**config.mk**
```make
export PLATFORM = sky130hd
export DESIGN_NAME = alu_param
export DESIGN_NICKNAME = d
export VERILOG_FILES = /design/src/rtl/alu_param_pkg.sv /design/src/rtl/alu_param_core.sv /design/src/rtl/alu_param.sv
export SDC_FILE = /design/constraint.sdc
export NUM_CORES = 1
export LEC_CHECK = 0
export CORE_MARGIN = 1
export CORE_UTILIZATION = 58
export CTS_CLUSTER_SIZE = 28
export DETAILED_ROUTE_END_ITERATION = 10
export GPL_ROUTABILITY_DRIVEN = 0
export HOLD_SLACK_MARGIN = 0.12
export PLACE_DENSITY_LB_ADDON = 0.05
export SLEW_MARGIN = 15
export SYNTH_ARGS = -nofsm -noshare
export SYNTH_HDL_FRONTEND = slang
export SYNTH_HIERARCHICAL = 1
export SYNTH_SLANG_ARGS = --single-unit
```
**constraint.sdc**
```tcl
create_clock -name CLK -period 7.35 [get_ports CLK]
set_clock_uncertainty 0.1 [all_clocks]
set_input_delay 1.47 -clock CLK [delete_from_list [all_inputs] [get_ports CLK]]
set_output_delay 1.47 -clock CLK [all_outputs]
set_load 0.01 [all_outputs]
```
**src/rtl/alu_param_pkg.sv**
```systemverilog
// Shared types for the parametrised ALU: mode/command encodings, FSM states, defaults.
// Latency: n/a (types and constants only).
// Backpressure: n/a.
package alu_param_pkg;

  localparam int DEFAULT_TIMEOUT = 16;

  typedef enum logic {
    MODE_LOGIC = 1'b0,
    MODE_ARITH = 1'b1
  } mode_e;

  typedef enum logic [3:0] {
    A_ADD     = 4'd0,
    A_SUB     = 4'd1,
    A_ADD_CIN = 4'd2,
    A_SUB_CIN = 4'd3,
    A_INC_A   = 4'd4,
    A_DEC_A   = 4'd5,
    A_INC_B   = 4'd6,
    A_DEC_B   = 4'd7,
    A_CMP     = 4'd8,
    A_MUL_INC = 4'd9,
    A_MUL_SHL = 4'd10,
    A_SADD    = 4'd11,
    A_SSUB    = 4'd12
  } arith_cmd_e;

  typedef enum logic [3:0] {
    L_AND     = 4'd0,
    L_NAND    = 4'd1,
    L_OR      = 4'd2,
    L_NOR     = 4'd3,
    L_XOR     = 4'd4,
    L_XNOR    = 4'd5,
    L_NOT_A   = 4'd6,
    L_NOT_B   = 4'd7,
    L_SHR1_A  = 4'd8,
    L_SHL1_A  = 4'd9,
    L_SHR1_B  = 4'd10,
    L_SHL1_B  = 4'd11,
    L_ROL_A_B = 4'd12,
    L_ROR_A_B = 4'd13
  } logic_cmd_e;

  typedef enum logic [1:0] {
    ST_IDLE   = 2'd0,
    ST_WAIT_A = 2'd1,
    ST_WAIT_B = 2'd2,
    ST_MUL    = 2'd3
  } state_e;

endpackage

```
**src/rtl/alu_param_core.sv**
```systemverilog
// Combinational result/flag datapath for every ALU op, plus operand-need and multiply classification.
// Latency: 0 cycles (purely combinational; the top registers everything).
// Backpressure: none; the top decides when the outputs are captured.
module alu_param_core
  import alu_param_pkg::*;
#(
  parameter int WIDTH = 8,
  parameter int CMD_W = 4
) (
  input  logic               mode,
  input  logic [CMD_W-1:0]   cmd,
  input  logic [WIDTH-1:0]   a,
  input  logic [WIDTH-1:0]   b,
  input  logic               cin,
  output logic [2*WIDTH-1:0] res,
  output logic               cout,
  output logic               oflow,
  output logic               g,
  output logic               l,
  output logic               e,
  output logic               err,
  output logic               illegal,
  output logic               need_a,
  output logic               need_b,
  output logic               is_mul
);

  localparam int SH_W = $clog2(WIDTH);
  localparam logic [WIDTH:0] ONE_W1 = (WIDTH+1)'(1);
  localparam logic [WIDTH-1:0] ONE_W = WIDTH'(1);

  logic [3:0]         cmd_lo;
  logic               cmd_hi;
  logic [WIDTH:0]     add_s, addc_s, sub_d, subc_d, inc_a_s, inc_b_s;
  logic [WIDTH-1:0]   dec_a_s, dec_b_s, sadd_s, ssub_s, a_shl, rol_s, ror_s;
  logic [2*WIDTH-1:0] rol_w, ror_w, mul_inc_p, mul_shl_p;
  logic [SH_W-1:0]    amt;
  logic               sadd_ov, ssub_ov, rot_bad;

  assign cmd_lo = cmd[3:0];

  // Command bits above the 4-bit opcode space always decode as illegal.
  if (CMD_W > 4) begin : g_cmd_hi
    assign cmd_hi = |cmd[CMD_W-1:4];
  end else begin : g_no_cmd_hi
    assign cmd_hi = 1'b0;
  end

  // Unsigned add/sub keep one extra bit: carry for adds, borrow (sign) for subtracts.
  assign add_s   = {1'b0, a} + {1'b0, b};
  assign addc_s  = add_s + {{WIDTH{1'b0}}, cin};
  assign sub_d   = {1'b0, a} - {1'b0, b};
  assign subc_d  = sub_d - {{WIDTH{1'b0}}, cin};
  assign inc_a_s = {1'b0, a} + ONE_W1;
  assign inc_b_s = {1'b0, b} + ONE_W1;
  assign dec_a_s = a - ONE_W;
  assign dec_b_s = b - ONE_W;

  assign sadd_s  = a + b;
  assign ssub_s  = a - b;
  assign sadd_ov = (a[WIDTH-1] == b[WIDTH-1]) && (sadd_s[WIDTH-1] != a[WIDTH-1]);
  assign ssub_ov = (a[WIDTH-1] != b[WIDTH-1]) && (ssub_s[WIDTH-1] != a[WIDTH-1]);

  // Rotates via a doubled operand; only the low log2(WIDTH) bits of b are the amount.
  assign amt     = b[SH_W-1:0];
  assign rot_bad = (b >> SH_W) != '0;
  assign rol_w   = {a, a} << amt;
  assign ror_w   = {a, a} >> amt;
  assign rol_s   = rol_w[2*WIDTH-1:WIDTH];
  assign ror_s   = ror_w[WIDTH-1:0];

  // Products truncated to 2*WIDTH; (A+1)*(B+1) can exceed that only at the extreme corner.
  assign a_shl     = {a[WIDTH-2:0], 1'b0};
  assign mul_inc_p = {{(WIDTH-1){1'b0}}, inc_a_s} * {{(WIDTH-1){1'b0}}, inc_b_s};
  assign mul_shl_p = {{WIDTH{1'b0}}, a_shl} * {{WIDTH{1'b0}}, b};

  // Decode mode/cmd into result, flags and operand requirements.
  always_comb begin
    res     = '0;
    cout    = 1'b0;
    oflow   = 1'b0;
    g       = 1'b0;
    l       = 1'b0;
    e       = 1'b0;
    err     = 1'b0;
    illegal = 1'b0;
    need_a  = 1'b1;
    need_b  = 1'b1;
    is_mul  = 1'b0;
    if (cmd_hi) begin
      illegal = 1'b1;
      err     = 1'b1;
    end else if (mode == MODE_ARITH) begin
      case (cmd_lo)
        A_ADD:     begin res = {{(WIDTH-1){1'b0}}, add_s};  cout = add_s[WIDTH]; end
        A_SUB:     begin res = {{WIDTH{1'b0}}, sub_d[WIDTH-1:0]}; cout = sub_d[WIDTH]; oflow = sub_d[WIDTH]; end
        A_ADD_CIN: begin res = {{(WIDTH-1){1'b0}}, addc_s}; cout = addc_s[WIDTH]; end
        A_SUB_CIN: begin res = {{WIDTH{1'b0}}, subc_d[WIDTH-1:0]}; cout = subc_d[WIDTH]; end
        A_INC_A:   begin res = {{(WIDTH-1){1'b0}}, inc_a_s}; need_b = 1'b0; end
        A_DEC_A:   begin res = {{WIDTH{1'b0}}, dec_a_s}; oflow = (a == '0); need_b = 1'b0; end
        A_INC_B:   begin res = {{(WIDTH-1){1'b0}}, inc_b_s}; need_a = 1'b0; end
        A_DEC_B:   begin res = {{WIDTH{1'b0}}, dec_b_s}; oflow = (b == '0); need_a = 1'b0; end
        A_CMP:     begin g = (a > b); l = (a < b); e = (a == b); end
        A_MUL_INC: begin res = mul_inc_p; is_mul = 1'b1; end
        A_MUL_SHL: begin res = mul_shl_p; is_mul = 1'b1; end
        A_SADD:    begin res = {{WIDTH{sadd_s[WIDTH-1]}}, sadd_s}; oflow = sadd_ov; end
        A_SSUB:    begin res = {{WIDTH{ssub_s[WIDTH-1]}}, ssub_s}; oflow = ssub_ov; end
        default:   begin illegal = 1'b1; err = 1'b1; end
      endcase
    end else begin
      case (cmd_lo)
        L_AND:     res = {{WIDTH{1'b0}}, a & b};
        L_NAND:    res = {{WIDTH{1'b0}}, ~(a & b)};
        L_OR:      res = {{WIDTH{1'b0}}, a | b};
        L_NOR:     res = {{WIDTH{1'b0}}, ~(a | b)};
        L_XOR:     res = {{WIDTH{1'b0}}, a ^ b};
        L_XNOR:    res = {{WIDTH{1'b0}}, ~(a ^ b)};
        L_NOT_A:   begin res = {{WIDTH{1'b0}}, ~a}; need_b = 1'b0; end
        L_NOT_B:   begin res = {{WIDTH{1'b0}}, ~b}; need_a = 1'b0; end
        L_SHR1_A:  begin res = {{WIDTH{1'b0}}, 1'b0, a[WIDTH-1:1]}; need_b = 1'b0; end
        L_SHL1_A:  begin res = {{WIDTH{1'b0}}, a_shl}; need_b = 1'b0; end
        L_SHR1_B:  begin res = {{WIDTH{1'b0}}, 1'b0, b[WIDTH-1:1]}; need_a = 1'b0; end
        L_SHL1_B:  begin res = {{WIDTH{1'b0}}, b[WIDTH-2:0], 1'b0}; need_a = 1'b0; end
        L_ROL_A_B: begin res = {{WIDTH{1'b0}}, rol_s}; err = rot_bad; end
        L_ROR_A_B: begin res = {{WIDTH{1'b0}}, ror_s}; err = rot_bad; end
        default:   begin illegal = 1'b1; err = 1'b1; end
      endcase
    end
  end

endmodule

```
**src/rtl/alu_param.sv**
```systemverilog
// Registered ALU with split-cycle operand collection, operand timeout and a two-cycle multiply.
// Latency: 1 edge for non-multiply results, 2 edges for multiply (BUSY high in between).
// Backpressure: none; inputs presented while BUSY or with CE=0 are dropped, not stalled.
module alu_param
  import alu_param_pkg::*;
#(
  parameter int WIDTH   = 8,
  parameter int CMD_W   = 4,
  parameter int TIMEOUT = DEFAULT_TIMEOUT
) (
  input  logic               CLK,
  input  logic               RST,
  input  logic               CE,
  input  logic               MODE,
  input  logic [CMD_W-1:0]   CMD,
  input  logic [1:0]         INP_VALID,
  input  logic [WIDTH-1:0]   OPA,
  input  logic [WIDTH-1:0]   OPB,
  input  logic               CIN,
  output logic [2*WIDTH-1:0] RES,
  output logic               COUT,
  output logic               OFLOW,
  output logic               G,
  output logic               L,
  output logic               E,
  output logic               ERR,
  output logic               OUT_VALID,
  output logic               BUSY
);

  localparam int CNT_W = $clog2(TIMEOUT + 1);
  localparam logic [CNT_W-1:0] CNT_LAST = CNT_W'(TIMEOUT - 1);
  localparam logic [CNT_W-1:0] CNT_ONE  = CNT_W'(1);

  state_e             state, state_nx;
  logic [CNT_W-1:0]   cnt;
  logic               lat_mode;
  logic [CMD_W-1:0]   lat_cmd;
  logic [WIDTH-1:0]   lat_a, lat_b;

  logic               c_mode;
  logic [CMD_W-1:0]   c_cmd;
  logic [WIDTH-1:0]   c_a, c_b;

  logic [2*WIDTH-1:0] k_res;
  logic               k_cout, k_oflow, k_g, k_l, k_e, k_err;
  logic               k_illegal, k_need_a, k_need_b, k_is_mul;

  logic               go, fire, start_mul, timeout, cnt_inc, lat_a_en, lat_b_en;

  alu_param_core #(
    .WIDTH (WIDTH),
    .CMD_W (CMD_W)
  ) u_core (
    .mode    (c_mode),
    .cmd     (c_cmd),
    .a       (c_a),
    .b       (c_b),
    .cin     (CIN),
    .res     (k_res),
    .cout    (k_cout),
    .oflow   (k_oflow),
    .g       (k_g),
    .l       (k_l),
    .e       (k_e),
    .err     (k_err),
    .illegal (k_illegal),
    .need_a  (k_need_a),
    .need_b  (k_need_b),
    .is_mul  (k_is_mul)
  );

  // Pick core operands per state and decide whether this edge executes, waits, times out or starts a multiply.
  always_comb begin
    c_mode    = lat_mode;
    c_cmd     = lat_cmd;
    c_a       = lat_a;
    c_b       = lat_b;
    state_nx  = state;
    go        = 1'b0;
    fire      = 1'b0;
    start_mul = 1'b0;
    timeout   = 1'b0;
    cnt_inc   = 1'b0;
    lat_a_en  = 1'b0;
    lat_b_en  = 1'b0;
    case (state)
      ST_IDLE: begin
        c_mode = MODE;
        c_cmd  = CMD;
        c_a    = OPA;
        c_b    = OPB;
        if (k_illegal) begin
          fire = |INP_VALID;
        end else if (k_need_a && k_need_b) begin
          case (INP_VALID)
            2'b11: go = 1'b1;
            2'b01: begin lat_a_en = 1'b1; state_nx = ST_WAIT_B; end
            2'b10: begin lat_b_en = 1'b1; state_nx = ST_WAIT_A; end
            default: ;
          endcase
        end else begin
          go = (k_need_a && INP_VALID[0]) || (k_need_b && INP_VALID[1]);
        end
      end
      ST_WAIT_B: begin
        c_b = OPB;
        if (INP_VALID[1]) begin
          go = 1'b1;
        end else if (cnt == CNT_LAST) begin
          timeout  = 1'b1;
          state_nx = ST_IDLE;
        end else begin
          cnt_inc = 1'b1;
        end
      end
      ST_WAIT_A: begin
        c_a = OPA;
        if (INP_VALID[0]) begin
          go = 1'b1;
        end else if (cnt == CNT_LAST) begin
          timeout  = 1'b1;
          state_nx = ST_IDLE;
        end else begin
          cnt_inc = 1'b1;
        end
      end
      ST_MUL: begin
        fire     = 1'b1;
        state_nx = ST_IDLE;
      end
      default: state_nx = ST_IDLE;
    endcase
    // Multiplies capture both operands and spend one cycle in MUL; everything else registers now.
    if (go) begin
      if (k_is_mul) begin
        start_mul = 1'b1;
        lat_a_en  = 1'b1;
        lat_b_en  = 1'b1;
        state_nx  = ST_MUL;
      end else begin
        fire     = 1'b1;
        state_nx = ST_IDLE;
      end
    end
  end

  // FSM, timeout counter, operand latches and output registers; CE=0 freezes all but the valid strobe.
  always_ff @(posedge CLK) begin
    if (RST) begin
      state     <= ST_IDLE;
      cnt       <= '0;
      lat_mode  <= 1'b0;
      lat_cmd   <= '0;
      lat_a     <= '0;
      lat_b     <= '0;
      RES       <= '0;
      COUT      <= 1'b0;
      OFLOW     <= 1'b0;
      G         <= 1'b0;
      L         <= 1'b0;
      E         <= 1'b0;
      ERR       <= 1'b0;
      OUT_VALID <= 1'b0;
      BUSY      <= 1'b0;
    end else if (CE) begin
      state     <= state_nx;
      cnt       <= cnt_inc ? cnt + CNT_ONE : '0;
      OUT_VALID <= fire | timeout;
      BUSY      <= start_mul;
      if (lat_a_en) lat_a <= c_a;
      if (lat_b_en) lat_b <= c_b;
      if (lat_a_en || lat_b_en) begin
        lat_mode <= c_mode;
        lat_cmd  <= c_cmd;
      end
      if (fire) begin
        RES   <= k_res;
        COUT  <= k_cout;
        OFLOW <= k_oflow;
        G     <= k_g;
        L     <= k_l;
        E     <= k_e;
        ERR   <= k_err;
      end else if (timeout) begin
        RES   <= '0;
        COUT  <= 1'b0;
        OFLOW <= 1'b0;
        G     <= 1'b0;
        L     <= 1'b0;
        E     <= 1'b0;
        ERR   <= 1'b1;
      end
    end else begin
      OUT_VALID <= 1'b0;
    end
  end

endmodule

```
==> flow_summary_export.csv <==
group,metric,value,unit
run_status,outcome,"finished clean",
timing,max_freq,142,MHz
clock_network,cts.reportedPaths.clkPinSlew,0.07,ns
layout,diodes,0,
yosys,async_flop_share,0,
clock_network,h-tree-depth,2,
grt,grt_first_pass_wirelength,58.3,mm
yosys,ys_warn_count,6,
detailed_routing,drc_errors,0,
clock_network,cts_setup_buffers,0,
detailed_routing,via_count,11200,
clock_network,cts-buffers-inserted,5,
clock_network,tritoncts,"yes",
timing,setup_viol,0,
layout,drive_gt1_frac,0.134,
grt,grt_use_total,0.380,
grt,antenna_found_initial,1,
detailed_routing,ant_nets,0,
clock_network,clock_latency,0.31,ns
layout,synthToLayoutAreaGrowth,12.5,%
timing,worstMarginPinSlew,1.05,ns
setup_path,crit_type,"in2reg",
yosys,ys_ff_latch,52,
layout,nNetsFinal,1703,
floorplan,die_h,140,um
yosys,syn_nets,1627,
floorplan,io_pins,51,
yosys,synth.largest_area_cell,"fa_1",
grt,grt_max_degree,50,
worst_hold_path,hold_path.class,"reg2reg",
timing,slew_viol_final,0,
detailed_routing,dr.pass1.iters,7,
floorplan,dieArea,19700,um^2
floorplan,rows,50,
detailed_routing,wl,36.5,mm
yosys,synth_cell_types,97,
yosys,ys_top_cells_by_area,"fa_1 14%, ha_1 12%, dfxtp_1 9.4%",
placement,port_buffers,50,
clock_network,numClockSinks,52,
floorplan,die_w,140,um
clock_network,clk_path_buf_depth,2,
detailed_routing,vias_per_cell,6.48,
yosys,synth_top_area_share,0.144,
setup_path,start_kind,"input port",
floorplan,core_area,18700,um^2
timing,maxSlewHeadroom,0.299,
placement,placed_cell_area,12300,um^2
clock_network,post_cts_resized,0,
yosys,syn_inst,1416,
yosys,yosysMostFrequentCell,"inv_1",
detailed_routing,wire_per_inst,21.1,um
grt,grt-ovfl-total,0,
yosys,netlist_area,11100,um^2
yosys,syn_area_per_cell,7.84,um^2
layout,fin_util,0.667,
layout,fin_area,12500,um^2
timing,fin_crit_sh,0.960,
yosys,netlist_top_cells_count,"163 x inv_1, 145 x nor2_1, 115 x nand2_1",
placement,dp_hpwl,28.6,mm
flow_run,max-cap-violations,0,
grt,first_global_vias,10800,
clock_network,cts_hold_buffers,0,
setup_path,cp_max_fo,5,
yosys,synth_flop_cell,"dfxtp_1",
setup_path,endpoint_kind,"flop",
timing,hold_viol_final,0,
clock_network,cts-root-buf,"clkbuf_16",
yosys,synth_edf_count,0,
setup_path,cp.arrival,7.16,ns
setup_path,required,7.46,ns
floorplan,start_util,0.593,
timing,finalCriticalPeriod,7.05,ns
detailed_routing,dr.first_iter.drc_count,1246,
yosys,seq_area_frac_synth,0.0938,
-- logic make-up after synthesis --
family          synth area share
compound gates             0.221
xor+xnor                  0.0651
fa+ha+maj                  0.262
buf+inv                   0.0976
flops                     0.0938
mux                       0.0550
simple gates               0.206
-- layout by cell type, fill, tap and decap left out, types with 9 or more instances in the layout --
| cell | instances |
|---|---|
| a31oi_1 | 11 |
| o21ai_0 | 58 |
| xor2_1 | 20 |
| nor2b_1 | 11 |
| nor3_1 | 21 |
| or2_2 | 13 |
| a21oi_1 | 64 |
| xnor2_1 | 55 |
| a31o_1 | 17 |
| nand3_1 | 25 |
| nand2_1 | 115 |
| mux2i_1 | 28 |
| a211oi_1 | 36 |
| o21a_1 | 9 |
| o211ai_1 | 17 |
| mux4_2 | 11 |
| o22ai_1 | 15 |
| nand2b_1 | 24 |
| buf_4 | 108 |
| nor2_1 | 145 |
| ha_1 | 104 |
| a221oi_1 | 9 |
| dfxtp_1 | 52 |
| a22oi_1 | 13 |
| inv_1 | 162 |
| fa_1 | 80 |
| and2_1 | 10 |
| nor3b_2 | 16 |
| clkdlybuf4s50_1 | 49 |
-- stage by stage --
stage / hold slack (ns) / std cells / setup slack [ns] / TNS, ns
5_1_grt: 0.385 / 1727 / -0.00262 / -0.00262
3_5_place_dp: 0.355 / 1719 / -0.153 / -0.750
2_1_floorplan: 0.335 / 1416 / 0.208 / 0
3_3_place_gp: 0.351 / 1719 / -0.173 / -0.409
4_1_cts: 0.370 / 1727 / 0.154 / 0
6_report: 0.367 / 1727 / 0.297 / 0
-- per-layer routing --
| layer | GRT usage | wire, um | vias up |
|---|---|---|---|
| li1 | - | - | 5104 |
| met1 | 0.503 | 14500 | 5267 |
| met2 | 0.586 | 16000 | 666 |
| met3 | 0.0786 | 3990 | 149 |
| met4 | 0.194 | 2010 | 0 |
| met5 | 0 | 0 | - |
-- area by class of cell --
cell class                 count  area [um^2]
fill                        1665         6220
sequential                    52         1040
tap                          234          293
clock inverter                 3         22.5
timing repair buffer         158         1310
multi-input combinational   1104         9050
clock buffer                   5          125
inverter                     171          644
-- path summary, 6_finish.rpt --
path                           end  slack (ns)  depth (start not counted)                  start
min reg2reg  lat_a[0]$_SDFFE_PP0P_        0.37                          1  lat_a[0]$_SDFFE_PP0P_
min          lat_a[0]$_SDFFE_PP0P_        0.37                          1  lat_a[0]$_SDFFE_PP0P_
max            RES[7]$_SDFFE_PP0P_        0.30                         25                 OPA[0]
max reg2reg    RES[7]$_SDFFE_PP0P_        0.75                         27  state[1]$_SDFFE_PP0P_
-- worst max-delay path, cell delays in order --
cell	delay, ns
clkdlybuf4s50_1	0.43
mux2_2	0.32
ha_1	0.27
nand4_1	0.11
nor2_1	0.05
xnor2_1	0.11
buf_4	0.16
nand2b_1	0.16
fa_1	0.53
inv_1	0.06
fa_1	0.49
inv_1	0.05
fa_1	0.46
fa_1	0.55
inv_1	0.05
ha_1	0.33
o21ai_0	0.16
o21ai_0	0.17
nor2_1	0.08
nor3_2	0.21
buf_4	0.14
o221a_1	0.25
a32oi_1	0.13
nor3b_2	0.20
a31o_1	0.21
-- registers in the layout, indices dropped and copies added (netlist names), 2 cells and up --
| signal | flops |
|---|---|
| state | 2 |
| lat_b | 8 |
| RES | 16 |
| lat_a | 8 |
| lat_cmd | 4 |
| cnt | 5 |
Power is left out: the tool's default activity adds up to more than one toggle a clock period on the data nets, which glitch-free logic cannot reach.
